<file path="config.mk">
export PLATFORM = sky130hd
export DESIGN_NAME = multicycle_control
export DESIGN_NICKNAME = d
export VERILOG_FILES = /design/src/rtl/mips_ctrl_pkg.sv /design/src/rtl/multicycle_control_alu_decoder.sv /design/src/rtl/multicycle_control.sv
export SDC_FILE = /design/constraint.sdc
export NUM_CORES = 1
export LEC_CHECK = 0
export CAP_MARGIN = 20
export CORE_ASPECT_RATIO = 0.8
export CORE_MARGIN = 3
export CORE_UTILIZATION = 24
export DETAILED_ROUTE_END_ITERATION = 10
export PLACE_DENSITY = 0.5
export SLEW_MARGIN = 20
export SYNTH_ARGS = -nofsm -noshare
export SYNTH_HDL_FRONTEND = slang
export SYNTH_SLANG_ARGS = --single-unit
</file>
<file path="constraint.sdc">
create_clock -name clk -period 1.95 [get_ports clk]
set_clock_uncertainty 0.2 [all_clocks]
set_input_delay 0.195 -clock clk [delete_from_list [all_inputs] [get_ports clk]]
set_output_delay 0.195 -clock clk [all_outputs]
set_load 0.02 [all_outputs]
</file>
<file path="src/rtl/mips_ctrl_pkg.sv">
// Shared encodings for the multicycle MIPS control path: FSM states,
// ALU operation codes, ALUOp classes and instruction field constants.
package mips_ctrl_pkg;

  typedef enum logic [3:0] {
    S_FETCH    = 4'd0,
    S_DECODE   = 4'd1,
    S_MEMADR   = 4'd2,
    S_MEMRD    = 4'd3,
    S_MEMWB    = 4'd4,
    S_MEMWR    = 4'd5,
    S_RTYPE_EX = 4'd6,
    S_RTYPE_WB = 4'd7,
    S_BEQ_EX   = 4'd8,
    S_JUMP     = 4'd9,
    S_ADDI_EX  = 4'd10,
    S_ADDI_WB  = 4'd11
  } state_t;

  localparam logic [3:0] ALU_AND = 4'b0000;
  localparam logic [3:0] ALU_OR  = 4'b0001;
  localparam logic [3:0] ALU_ADD = 4'b0010;
  localparam logic [3:0] ALU_SUB = 4'b0110;
  localparam logic [3:0] ALU_SLT = 4'b0111;

  localparam logic [1:0] ALUOP_ADD   = 2'b00;
  localparam logic [1:0] ALUOP_SUB   = 2'b01;
  localparam logic [1:0] ALUOP_FUNCT = 2'b10;

  localparam logic [5:0] OP_RTYPE = 6'b000000;
  localparam logic [5:0] OP_LW    = 6'b100011;
  localparam logic [5:0] OP_SW    = 6'b101011;
  localparam logic [5:0] OP_BEQ   = 6'b000100;
  localparam logic [5:0] OP_J     = 6'b000010;
  localparam logic [5:0] OP_ADDI  = 6'b001000;

  localparam logic [5:0] FN_ADD = 6'b100000;
  localparam logic [5:0] FN_SUB = 6'b100010;
  localparam logic [5:0] FN_AND = 6'b100100;
  localparam logic [5:0] FN_OR  = 6'b100101;
  localparam logic [5:0] FN_SLT = 6'b101010;

  function automatic logic funct_ok(input logic [5:0] fn);
    return fn inside {FN_ADD, FN_SUB, FN_AND, FN_OR, FN_SLT};
  endfunction

endpackage

</file>
<file path="src/rtl/multicycle_control_alu_decoder.sv">
// ALU control decode: ALUOp class plus R-type funct to a 4-bit ALU code.
module alu_decoder
  import mips_ctrl_pkg::*;
(
  input  logic [1:0] alu_op,
  input  logic [5:0] funct,
  output logic [3:0] alu_ctl
);

  always_comb begin
    alu_ctl = ALU_ADD;
    case (alu_op)
      ALUOP_SUB: alu_ctl = ALU_SUB;
      ALUOP_FUNCT: begin
        case (funct)
          FN_SUB:  alu_ctl = ALU_SUB;
          FN_AND:  alu_ctl = ALU_AND;
          FN_OR:   alu_ctl = ALU_OR;
          FN_SLT:  alu_ctl = ALU_SLT;
          default: alu_ctl = ALU_ADD; // FN_ADD and unsupported codes
        endcase
      end
      default: alu_ctl = ALU_ADD;
    endcase
  end

endmodule

</file>
<file path="src/rtl/multicycle_control.sv">
// Moore FSM sequencing the multicycle MIPS datapath; outputs depend only on
// the state register and the opcode/funct latched in DECODE.
module multicycle_control
  import mips_ctrl_pkg::*;
(
  input  logic       clk,
  input  logic       reset,
  input  logic [5:0] opcode,
  input  logic [5:0] funct,
  input  logic       zero,
  output logic [3:0] selectionLines,
  output logic       PCWrite,
  output logic       PCWriteCond,
  output logic       IorD,
  output logic       MemRead,
  output logic       MemWrite,
  output logic       MemtoReg,
  output logic       IRWrite,
  output logic       RegDst,
  output logic       RegWrite,
  output logic       ALUSrcA,
  output logic [1:0] ALUSrcB,
  output logic [1:0] PCSource,
  output logic [3:0] state
);

  state_t     st, st_nxt;
  logic [5:0] op_q, fn_q;
  logic [1:0] alu_op;
  logic       pc_wr, pc_wr_cond, mem_wr, ir_wr, reg_wr;

  always_ff @(posedge clk or posedge reset) begin
    if (reset) begin
      st   <= S_FETCH;
      op_q <= '0;
      fn_q <= '0;
    end else begin
      st <= st_nxt;
      if (st == S_DECODE) begin
        op_q <= opcode;
        fn_q <= funct;
      end
    end
  end

  always_comb begin
    st_nxt     = S_FETCH;
    alu_op     = ALUOP_ADD;
    pc_wr      = 1'b0;
    pc_wr_cond = 1'b0;
    mem_wr     = 1'b0;
    ir_wr      = 1'b0;
    reg_wr     = 1'b0;
    IorD       = 1'b0;
    MemRead    = 1'b0;
    MemtoReg   = 1'b0;
    RegDst     = 1'b0;
    ALUSrcA    = 1'b0;
    ALUSrcB    = 2'b00;
    PCSource   = 2'b00;
    case (st)
      S_FETCH: begin
        MemRead = 1'b1;
        ir_wr   = 1'b1;
        pc_wr   = 1'b1;
        ALUSrcB = 2'b01;
        st_nxt  = S_DECODE;
      end
      S_DECODE: begin
        ALUSrcB = 2'b11;
        case (opcode)
          OP_LW, OP_SW: st_nxt = S_MEMADR;
          OP_RTYPE:     st_nxt = S_RTYPE_EX;
          OP_BEQ:       st_nxt = S_BEQ_EX;
          OP_J:         st_nxt = S_JUMP;
          OP_ADDI:      st_nxt = S_ADDI_EX;
          default:      st_nxt = S_FETCH;
        endcase
      end
      S_MEMADR: begin
        ALUSrcA = 1'b1;
        ALUSrcB = 2'b10;
        st_nxt  = (op_q == OP_SW) ? S_MEMWR : S_MEMRD;
      end
      S_MEMRD: begin
        MemRead = 1'b1;
        IorD    = 1'b1;
        st_nxt  = S_MEMWB;
      end
      S_MEMWB: begin
        reg_wr   = 1'b1;
        MemtoReg = 1'b1;
      end
      S_MEMWR: begin
        mem_wr = 1'b1;
        IorD   = 1'b1;
      end
      S_RTYPE_EX: begin
        ALUSrcA = 1'b1;
        alu_op  = ALUOP_FUNCT;
        // unsupported funct decodes to ADD and skips the register write
        st_nxt  = funct_ok(fn_q) ? S_RTYPE_WB : S_FETCH;
      end
      S_RTYPE_WB: begin
        RegDst = 1'b1;
        reg_wr = 1'b1;
      end
      S_BEQ_EX: begin
        ALUSrcA    = 1'b1;
        alu_op     = ALUOP_SUB;
        pc_wr_cond = 1'b1;
        PCSource   = 2'b01;
      end
      S_JUMP: begin
        pc_wr    = 1'b1;
        PCSource = 2'b10;
      end
      S_ADDI_EX: begin
        ALUSrcA = 1'b1;
        ALUSrcB = 2'b10;
        st_nxt  = S_ADDI_WB;
      end
      S_ADDI_WB: reg_wr = 1'b1;
      default: st_nxt = S_FETCH;
    endcase
  end

  alu_decoder u_alu_dec (
    .alu_op  (alu_op),
    .funct   (fn_q),
    .alu_ctl (selectionLines)
  );

  // reset masks the FETCH enables so nothing is written while held
  assign PCWrite     = pc_wr      & ~reset;
  assign PCWriteCond = pc_wr_cond & ~reset;
  assign MemWrite    = mem_wr     & ~reset;
  assign IRWrite     = ir_wr      & ~reset;
  assign RegWrite    = reg_wr     & ~reset;
  assign state       = st;

endmodule
</file>
# Word level (Yosys, flattened, before mapping)
# Index checks and enable logic that the tools add are counted.
dict set report op_classes {
  eq_ne 24
  mux 19
  n_bitwise 6
  n_reduce_logical 10
}
# op n
set ops {}
lappend ops {{== test 6 bit, second input constant} 8}
lappend ops {{one-hot mux 4 bit (6 select lines)} 1}
lappend ops {{one-hot mux 4 bit (5 select lines)} 1}
lappend ops {{== test 4 x 3 -> 1 bit, second input constant} 4}
lappend ops {{== test 4 bit, second input constant} 4}
lappend ops {{one-hot mux 3 bit (4 select lines)} 1}
lappend ops {{2-to-1 mux 1 bit} 10}
lappend ops {{OR reduction 2 bit} 5}
lappend ops {{== test 4 x 2 -> 1 bit, second input constant} 2}
lappend ops {{one-hot mux 2 bit (2 select lines)} 2}
lappend ops {{one-hot mux 4 bit (2 select lines)} 1}
lappend ops {{== test 6 x 2 -> 1 bit, second input constant} 1}
lappend ops {{== test 6 x 3 -> 1 bit, second input constant} 1}
lappend ops {{== test 6 x 4 -> 1 bit, second input constant} 1}
lappend ops {{logical NOT 6 bit} 1}
lappend ops {{2-to-1 mux 3 bit} 2}
lappend ops {{one-hot mux 2 bit (3 select lines)} 1}
lappend ops {{AND 1 bit} 5}
lappend ops {{nonzero test 5 bit} 1}
lappend ops {{== test 4 x 1 -> 1 bit, second input constant} 1}
lappend ops {{logical NOT 4 bit} 1}
lappend ops {{OR reduction 4 bit} 1}
lappend ops {{OR reduction 3 bit} 1}
lappend ops {{== test 2 x 1 -> 1 bit, second input constant} 1}
lappend ops {{other kinds (2)} 2}
dict set report totals {
  register_bits 16
  inputBits 15
  elab_cells 62
}

# Longest topological paths before layout
dict set report logic_depth {
  ltp_word 4
  ltp_mapped 7
}

# By module
# A second synthesis with hierarchy kept.
dict set report hier_totals {
  cells_unflattened 108
  hier_area_um2 1078.5
}
# mod n_inst cells_per_inst area_per_inst_um2 seq_area_each_um2
set by_module_without_submodules {}
lappend by_module_without_submodules {multicycle_control 1 91 948.4 400.4}
lappend by_module_without_submodules {alu_decoder 1 17 130.1 0.0}

# Worst setup path before layout
# OpenSTA, ideal clock, no wires.
dict set report synth_path {
  path_type {reg2out}
  from {register st[3] (netlist: state[3])}
  to {output port selectionLines[2]}
  arrival_ns 1.690
  path_slack_ns -0.135
  path_stages_with_launch 8
  path_buffers 1
  cell_sequence {dfrtp_1 buf_6 nor2b_1 nand2_1 inv_1 ha_1 a31oi_1 nor2_1}
}
dict set report synth_via {
  elab_chain_len 4
  elab_cells_between_ends 6
}
# element line
set synth_lines {}
lappend synth_lines {{from (decl)} multicycle_control.sv:27} ;# state_t st, st_nxt;
lappend synth_lines {{from (signal assigned)} multicycle_control.sv:38} ;# st <= st_nxt;
lappend synth_lines {{== test 4 bit / == test 4 x 3 -> 1 bit (equally long branches)} multicycle_control.sv:61} ;# case (st)
lappend synth_lines {{one-hot mux 2 bit (2 select lines) *} multicycle_control.sv:61}
lappend synth_lines {{== test 2 bit / == test 2 x 1 -> 1 bit (equally long branches)} multicycle_control_alu_decoder.sv:12} ;# case (alu_op)
lappend synth_lines {{one-hot mux 4 bit (2 select lines) *} multicycle_control_alu_decoder.sv:12}
lappend synth_lines {{to (decl)} multicycle_control.sv:11} ;# output logic [3:0] selectionLines,
# Mark *: on every way between the ends. The rest lies on a longest branch, timed or not.

# Worst setup path after layout
dict set report layout_path {
  from {register st[0] (netlist: state[0])}
  to {output port selectionLines[1]}
}
# The elaborated chain is that of the path after synthesis.

==> impl_metrics.csv <==
group,metric,value,unit
final_layout,drive_gt1_share,44.7,%
critical_path,crit_required,1.55,ns
timing,setup_tns,-0.239,ns
outcome,violations,"negative setup slack",
critical_path,path_delay_family,"flip-flops",
yosys,netlist_instances,113,
critical_path,slowest_stage,"dfrtp_2",
die,initial_core_util,25.3,%
timing,finalMaxSlewViolations,0,
timing,hold_violations,0,
global_routing,antenna_found_initial,0,
global_routing,grt_max_degree,17,
clock_tree,clock_tree.root_cell,"clkbuf_8",
yosys,yosysSeqAreaShare,37.4,%
routing,vias,1041,
yosys,synth_warnings,0,
yosys,synth_area,0.00107,sq mm
final_layout,design_area,0.00170,sq mm
die,die_w,80.7,microns
die,die_h,65.8,microns
global_routing,grt_pass1_wl,4960,microns
power_and_ir_drop,clock_power_share,14.7,%
clock_tree,cts_tree,"built",
global_routing,grt_use_total,12.2,%
timing,min_period,2.10,ns
timing,rsz0062_at_grt,"true",
outcome,status,"complete, but fails checks",
timing,timing.final.crit_share,108,%
timing,hold_ws,0.206,ns
final_layout,area_delta_synth_final,58.8,%
critical_path,cp-start-kind,"flop",
routing,wirelength,3080,microns
yosys,synth_fp_nets,131,
critical_path,r2r_cells,4,
critical_path,r2r-end,"fn_q[4]",
power_and_ir_drop,switching_power,0.000759,W
critical_path,path_buf_inv,2,
power_and_ir_drop,swShare,37.0,%
routing,wl_per_cell,13.6,microns
timing,finalSetupViolations,3,
power_and_ir_drop,power_frac_seq,27.9,%
power_and_ir_drop,pwr_density_cell,1200,mW/mm^2
global_routing,grt_pass1_vias,1045,
final_layout,num_antenna_cells,0,
routing,drc_errors,0,
routing,viasPerCell,4.59,
critical_path,reg2reg_slack,0.13,ns
yosys,synth_cell_types,35,
routing,first_iter_violations,48,
global_routing,overflow,0,
die,die_area,0.00531,sq mm
critical_path,cp_data_arrival_time,1.71,ns
clock_tree,numCtsBuffers,3,
worst_hold_path,min-delay-path-class,"in -> async",
clock_tree,cts_hold_buf,0,
power_and_ir_drop,internal-power,0.00129,W
final_layout,n_fill_cell,425,
routing,ant_nets,0,
placed_design,portBuffers,34,
placed_design,routabilityCongestion,0.772,
placed_design,placed_cell_area,0.00163,sq mm
power_and_ir_drop,ir_drop,602,uV
final_layout,finalNonFillerCells,227,
power_and_ir_drop,combPwrFrac,57.4,%
flow_run,maxCapViolations,0,
timing,max_freq,475,MHz
timing,fin_ws,-0.154,ns
yosys,synth_area_per_cell,9.48,sq um
placed_design,detailed_place_hpwl,2340,microns
power_and_ir_drop,leakage,0.785,nW
critical_path,path_cells,"and2b_1 > nand2_2 > ha_4 > inv_2 > a211o_1 > buf_6",
final_layout,fin_util,40.2,%
placed_design,place_inst,221,
clock_tree,clock_latency,0.26,ns
critical_path,cp_max_fo,3,
clock_tree,cts_sinks,16,
die,ios,37,
clock_tree,path_clk_slew,0.07,ns
final_layout,nets,189,
critical_path,r2r_start,"state[1]",
yosys,ys_ff_latch,16,
die,design.core.area,0.00423,sq mm
critical_path,max_stage_delay,0.43,ns
clock_tree,h-tree-depth,1,
clock_tree,clk_path_buf_depth,2,
routing,drt-pass1-iter-count,4,
critical_path,worstSetupPathType,"reg -> out",
die,rows,21,
critical_path,crit_path_end_kind,"output port",
[registers in the layout (all words and copies together) (netlist names)]
signal  flops
fn_q        6
state       4
op_q        6
[power by group through the flow]
stage | clock network (W) | registers (W) | logic [W]
floorplan | 0 | 0.000588 | 0.000659
global placement | 0 | 0.000564 | 0.00114
detailed placement | 0 | 0.000577 | 0.00116
CTS | 0.000307 | 0.000573 | 0.00112
global route | 0.000328 | 0.000590 | 0.00127
finish | 0.000301 | 0.000572 | 0.00118
[cell type report]
class,count,area (sq um),area share (%)
Clock buffer,4,55.1,3.24
Multi-Input combinational cell,81,644,37.9
Inverter,10,37.5,2.21
Timing Repair Buffer,59,488,28.7
Tap cell,57,71.3,4.19
Sequential cell,16,404,23.8
[cells in the mapped netlist]
cell type  number  area share, %
a21oi_1         2           0.93
or4b_4          1            1.3
o211ai_1        2            1.4
nand4b_1        1           0.82
dfrtp_1        16             37
a22oi_1         1           0.70
nor2b_1         3            1.8
xor2_1          2            1.6
o21ai_0         6            2.8
a31oi_1         2            1.2
a211o_1         1           0.82
ha_1            3            3.5
conb_1          1           0.35
mux2i_1         1           0.93
and3_1          2            1.2
nor2_1          8            2.8
nor3b_1         2            1.4
o311ai_0        2            1.6
nor4_1          3            1.8
o2111ai_2       1            1.4
xnor2_1         1           0.82
a41oi_1         1           0.82
nor4b_4         1            2.2
inv_1          10            3.5
nand4_1         1           0.58
clkbuf_1        1           0.35
nor3_1          7            3.3
nand3_1         1           0.47
buf_4           4            2.8
mux2_2         10             11
o2bb2a_4        1            1.9
o21ai_2         1           0.82
and2b_1         2            1.4
buf_6           1            1.1
nand2_1        11            3.9
[repair_timing]
action	4_1_cts	5_1_grt
pin swaps	1	4
endpoints found under the hold margin	0	0
resized for setup	51	35
endpoints found under the setup margin	17	13
cloned	0	0
buffers inserted	1	2
[per-stage QoR]
| step | setup slack (ns) | power [W] |
|---|---|---|
| 2_1_floorplan | 0.0128 | 0.00125 |
| 3_3_place_gp | -0.235 | 0.00171 |
| 3_5_place_dp | -0.290 | 0.00173 |
| 4_1_cts | -0.154 | 0.00200 |
| 5_1_grt | -0.205 | 0.00219 |
| 6_report | -0.154 | 0.00205 |
[cell usage in the layout, fill, tap and decap left out, types with 3 or more instances in the layout]
master and count:
buf_2 4, buf_4 27, clkbuf_2 6, clkbuf_8 4
clkdlybuf4s50_1 15, dfrtp_1 13, dfrtp_2 3, inv_1 6
inv_2 4, mux2_2 10, nand2_1 9, nor2_1 5
nor2_2 3, nor3_1 7, o21ai_0 6
[how the worst max path moves through the flow]
stage	start	to	slack [ns]	cells after the start
after detailed placement	state[1]	selectionLines[1]	-0.29	6
final	state[0]	selectionLines[1]	-0.15	6
after global placement	state[1]	selectionLines[1]	-0.23	6
after global routing	state[0]	selectionLines[1]	-0.21	6
after floorplan	state[3]	selectionLines[1]	0.01	6
after CTS	state[0]	selectionLines[1]	-0.15	6
[worst reg2reg max path, cell delays in order, from the launching register on]
cell,delay [ns]
dfrtp_2,0.43
buf_4,0.20
nor4b_4,0.34
buf_12,0.19
mux2_2,0.34
[routing by layer]
layer	vias to the layer above	GRT usage, %	part of all wire [%]
met5	-	0	0
li1	515	-	-
met4	0	3.16	0.71
met1	492	15.6	47
met2	30	19.7	46
met3	4	3.97	6.3
[logic make-up (layout without fill, tap and decap cells)]
group	count (synthesis)	after routing	synth area share (%)
xor gates and xnor gates	3	3	2.45
AOI/OAI and AO/OA	20	20	14.4
muxes	11	11	11.4
buffers and inverters	16	73	7.71
adders and majority gates	3	3	3.51
other	1	1	0.350
DFF	16	16	37.4
and+or+nand+nor	43	43	22.8
(Power assumes the default switching activity.)
